File: config.mk
export PLATFORM = sky130hd
export DESIGN_NAME = stream_demux
export DESIGN_NICKNAME = d
export VERILOG_FILES = /design/src/rtl/plexers_pkg.sv /design/src/rtl/demux_slot.sv /design/src/rtl/stream_demux.sv
export SDC_FILE = /design/constraint.sdc
export NUM_CORES = 1
export LEC_CHECK = 0
export CAP_MARGIN = 0
export CORE_MARGIN = 2
export CORE_UTILIZATION = 48
export DETAILED_ROUTE_END_ITERATION = 8
export PLACE_DENSITY_LB_ADDON = 0.25
export SYNTH_ARGS = -nofsm -noshare
export SYNTH_HDL_FRONTEND = slang
export SYNTH_HIERARCHICAL = 1
export SYNTH_SLANG_ARGS = --single-unit
File: constraint.sdc
create_clock -name clock -period 3.6 [get_ports clock]
set_input_delay 0.54 -clock clock [delete_from_list [all_inputs] [get_ports clock]]
set_output_delay 0.54 -clock clock [all_outputs]
set_load 0.02 [all_outputs]
File: src/rtl/plexers_pkg.sv
// Shared constants for the plexers group: demux mode selection and drop-counter limit.
package plexers_pkg;

   localparam int DEMUX_MODE_ADDR = 0;
   localparam int DEMUX_MODE_RR   = 1;
   localparam int DROP_CNT_MAX    = 255;

endpackage

File: src/rtl/demux_slot.sv
// One-entry output register for a single demux channel: loads a word, holds it
// until the consumer takes it, and clears on drain unless reloaded in the same cycle.
module demux_slot #(
   parameter int WIDTH = 8
) (
   input  logic             clock,
   input  logic             reset,
   input  logic             load,
   input  logic             ready,
   input  logic [WIDTH-1:0] loadData,
   output logic             valid,
   output logic [WIDTH-1:0] data
);

   always_ff @(posedge clock) begin
      if (reset) begin
         valid <= 1'b0;
         // NOTE: the data register is reset as well so out_data reads zero after reset.
         data  <= '0;
      end else if (load) begin
         valid <= 1'b1;
         data  <= loadData;
      end else if (valid && ready) begin
         valid <= 1'b0;
      end
   end

endmodule

File: src/rtl/stream_demux.sv
// Registered 1-to-N stream demultiplexer: addressed or round-robin routing into
// per-channel one-entry slots, with bad-select dropping and a saturating drop counter.
module stream_demux
   import plexers_pkg::*;
#(
   parameter int WIDTH   = 8,
   parameter int NUM_OUT = 8,
   parameter int SEL_W   = 3,
   parameter int MODE    = DEMUX_MODE_ADDR
) (
   input  logic                     clock,
   input  logic                     reset,
   input  logic                     enable,
   input  logic                     in_valid,
   output logic                     in_ready,
   input  logic [WIDTH-1:0]         in_data,
   input  logic [SEL_W-1:0]         in_sel,
   output logic [NUM_OUT-1:0]       out_valid,
   input  logic [NUM_OUT-1:0]       out_ready,
   output logic [NUM_OUT*WIDTH-1:0] out_data,
   output logic                     drop_pulse,
   output logic [7:0]               drop_count
);

   logic [SEL_W-1:0]   rrPtr;
   logic [SEL_W-1:0]   target;
   logic               targetBad;
   logic               slotFree;
   logic               accept;
   logic [NUM_OUT-1:0] loadVec;

   always_comb begin
      // NOTE: every always_comb output gets a default first so no latch is inferred.
      target    = (MODE == DEMUX_MODE_RR) ? rrPtr : in_sel;
      targetBad = (MODE == DEMUX_MODE_ADDR) && (int'(in_sel) >= NUM_OUT);
      slotFree  = 1'b0;
      for (int k = 0; k < NUM_OUT; k++) begin
         if (int'(target) == k) slotFree = ~out_valid[k] | out_ready[k];
      end

      // Dropped words never wait on a slot; good words wait only on their own target.
      if (reset)          in_ready = 1'b0;
      else if (targetBad) in_ready = enable;
      else                in_ready = enable & slotFree;

      accept  = in_valid & in_ready;
      loadVec = '0;
      for (int k = 0; k < NUM_OUT; k++) begin
         loadVec[k] = accept & ~targetBad & (int'(target) == k);
      end
   end

   always_ff @(posedge clock) begin
      if (reset) begin
         rrPtr      <= '0;
         drop_pulse <= 1'b0;
         drop_count <= '0;
      end else begin
         drop_pulse <= accept & targetBad;
         if (accept && targetBad && (drop_count != 8'(DROP_CNT_MAX)))
            drop_count <= drop_count + 8'd1;
         if ((MODE == DEMUX_MODE_RR) && accept)
            rrPtr <= (int'(rrPtr) == NUM_OUT - 1) ? '0 : rrPtr + SEL_W'(1);
      end
   end

   for (genvar k = 0; k < NUM_OUT; k++) begin : gSlot
      demux_slot #(.WIDTH(WIDTH)) slot (
         .clock    (clock),
         .reset    (reset),
         .load     (loadVec[k]),
         .ready    (out_ready[k]),
         .loadData (in_data),
         .valid    (out_valid[k]),
         .data     (out_data[k*WIDTH +: WIDTH])
      );
   end

endmodule
==> impl_metrics.json <==
{
  "startpoint": "in_sel[2]",
  "wl_per_cell_um": 15.39,
  "grt-ovfl-total": 0,
  "max_freq_ghz": 0.3154,
  "hold_buffers": 0,
  "synthTopCellsByArea": "dfxtp_1, mux2i_1, nor2_1",
  "via_per_inst": 4.918,
  "tns_ps": 0,
  "grt_max_degree": 73,
  "vias": 2282,
  "drv_slew": 0,
  "crit_buf_inv": 2,
  "worst_setup_path_end_kind": "output pin",
  "path_delay_family": "buffers and inverters",
  "reg2reg_from": "gSlot[2].slot/valid",
  "final_area_um2": 4136,
  "r2r_slack_ps": 1670,
  "critPathMaxFanout": 10,
  "cts_made_buffers": 9,
  "final_hold_viol_count": 0,
  "grt_setup_unrepaired": "no",
  "n_antenna_cell": 0,
  "die_h_um": 82.34,
  "grtUsageTotal": 0.2239,
  "worst_pin_slew_ps": 945.9,
  "die_w_um": 82.34,
  "slowest_stage": "clkdlybuf4s50_1",
  "drive_gt1_frac": 0.09254,
  "drc": 0,
  "critPathArrivalTime_ps": 2630,
  "synth_area_um2": 2945,
  "crit_path_frequent_cell": "clkdlybuf4s50_1",
  "synth_top_area_cell": "dfxtp_1",
  "finalPower_w": 0.001707,
  "dpl_worst_slack_ps": 435.3,
  "cts_sinks": 72,
  "layout.nets": 407,
  "gp_congestion": 0.8632,
  "powerDensity_nw_per_um2": 412.7,
  "yosysUniqueCellTypes": 27,
  "die_area_um2": 6779,
  "irDropWorstVdd_v": 0.0002714,
  "firstDrtPassIters": 4,
  "crit_cells": 6,
  "slowest_delay_ps": 690,
  "ys_ff_latch": 72,
  "cts_resized": 0,
  "placementRows": 28,
  "port_buffers": 95,
  "antenna_found_initial": 0,
  "cts_tree": "done",
  "status": "complete, no violations",
  "io_pins": 105,
  "period_minus_slack_ps": 3171,
  "cts_buffer_depth": 2,
  "grt_pass1_vias": 2181,
  "synthArstFlopShare": 0,
  "synth_edf_count": 0,
  "leakagePower_nw": 1.410,
  "root_buffer": "clkbuf_8",
  "yosysSeqAreaShare": 0.4894,
  "start_kind": "primary input",
  "dpl.hpwl_um": 4815,
  "synth_flop_cell": "dfxtp_1",
  "core-area_um2": 5921,
  "hp-class": "flop to flop",
  "criticalPathCategory": "primary input to output pin",
  "finClkSkew_ps": 5.370,
  "setup_viol_count_final": 0,
  "grt_pass1_wl_um": 11030,
  "cp_cell_sequence": "clkdlybuf4s50_1 > and3b_1 > a32o_1 > a311oi_1 > nor2_1 > clkdlybuf4s50_1",
  "drv_cap": 0,
  "min_period_over_period": 0.8808,
  "endpoint": "in_ready",
  "yosysWarningCount": 6,
  "reg2regPathDepth": 7,
  "netlist_instances": 289,
  "required_ps": 3060,
  "start_util": 0.4975,
  "nFillCells": 478,
  "crit-reg2reg-capture": "gSlot[0].slot/data[7]",
  "drt_first_iter_violations": 101,
  "ant_nets": 0,
  "synth.top_cell.area_share": 0.4894,
  "worst_skew_pair.late_latency_ps": 320,
  "postLayoutSetupSlackWorst_ps": 429.1,
  "dpl-instance-area_um2": 3882,
  "clk_pin_slew_ps": 70,
  "h-tree-depth": 3,
  "slew_headroom": 0.3671,
  "area_growth_pct": 40.44,
  "cts_setup_buffers": 0,
  "wl_um": 7142,
  "avgSynthCellArea_um2": 10.19
}
-- worst register-to-register path: cells and delay by family, from the launching register on --
kind / cells / cell delay (ps)
and+or+nand+nor: 3 / 520
buffers and inverters: 1 / 260
DFF: 1 / 330
AOI/OAI and AO/OA: 2 / 450
muxes: 1 / 230
-- where the power goes --
part / switching (W) / internal (W)
clock: 0.000285 / 0.000497
combinational: 0.0000726 / 0.0000483
sequential: 0.00000274 / 0.000801
-- cells in the final DEF, fill, tap and decap left out, drive strengths merged, types with 2 or more instances in the layout --
cell type / count
and3b: 2
o21bai: 2
nor2: 67
nand2: 2
a21oi: 8
nand2b: 13
o211ai: 2
clkdlybuf4s50: 94
o21ai: 2
buf: 9
mux2i: 64
dfxtp: 72
nor2b: 5
conb: 9
clkbuf: 11
nor4: 4
bufinv: 3
nor4b: 2
inv: 9
-- synthesized netlist by cell type (2+ instances only) --
master / instances
a21oi_1: 8
and3b_1: 2
buf_4: 10
buf_6: 9
clkbuf_2: 8
dfxtp_1: 72
inv_1: 9
mux2i_1: 64
nand2_1: 2
nand2b_1: 13
nor2_1: 67
nor2b_1: 5
nor4_1: 3
nor4b_2: 2
o211ai_2: 2
o21bai_1: 2
-- through the flow --
| step | hold WS, ps | util | instances |
|---|---|---|---|
| 3_5_place_dp | 478.0 | 0.6557 | 448 |
| 2_1_floorplan | 554.2 | - | 297 |
| 4_1_cts | 489.7 | 0.6986 | 464 |
| 6_report | 488.8 | 0.6986 | 464 |
| 3_3_place_gp | 466.3 | 0.6557 | 448 |
| 5_1_grt | 514.7 | 0.6986 | 464 |
-- sequential cells by signal (all words and copies together) (netlist names) --
signal,count
gSlot.slot/valid,8
gSlot.slot/data,64
-- how the worst min path moves through the flow --
stage	start	slack, ps	to	cells past startpoint
2_1_floorplan	gSlot[0].slot/valid	550	gSlot[0].slot/valid	2
3_3_place_gp	gSlot[6].slot/valid	470	gSlot[6].slot/valid	2
3_5_place_dp	gSlot[3].slot/valid	480	gSlot[3].slot/valid	2
4_1_cts	gSlot[5].slot/valid	490	gSlot[5].slot/valid	2
5_1_grt	gSlot[5].slot/data[1]	510	gSlot[5].slot/data[1]	2
6_report	gSlot[3].slot/valid	490	gSlot[3].slot/valid	2
-- logic make-up after synthesis --
logic type | count (synthesis) | synth area share
other | 1 | 0.001273
AO/OA/AOI/OAI | 17 | 0.04545
buffers and inverters | 36 | 0.08496
multiplexers | 64 | 0.2175
flip-flops | 72 | 0.4894
AND/OR/NAND/NOR | 99 | 0.1614
-- routing by layer --
metal	vias to the layer above	wire length [µm]	GRT usage
li1	1129	-	-
met1	1080	3245	0.2923
met2	67	3448	0.3532
met3	6	391	0.06304
met4	0	56	0.08167
met5	-	0	0
-- final cells by class --
| class | instances | area, µm² | area share |
|---|---|---|---|
| clock buffer | 11 | 151.4 | 0.03660 |
| clock inverter | 5 | 102.6 | 0.02480 |
| tap | 75 | 93.84 | 0.02269 |
| sequential | 72 | 1441 | 0.3485 |
| inverter | 9 | 33.78 | 0.008167 |
| timing repair buffer | 103 | 1006 | 0.2432 |
| multi-input combinational | 189 | 1308 | 0.3161 |
Note: power is estimated with default switching activity, not from simulation.
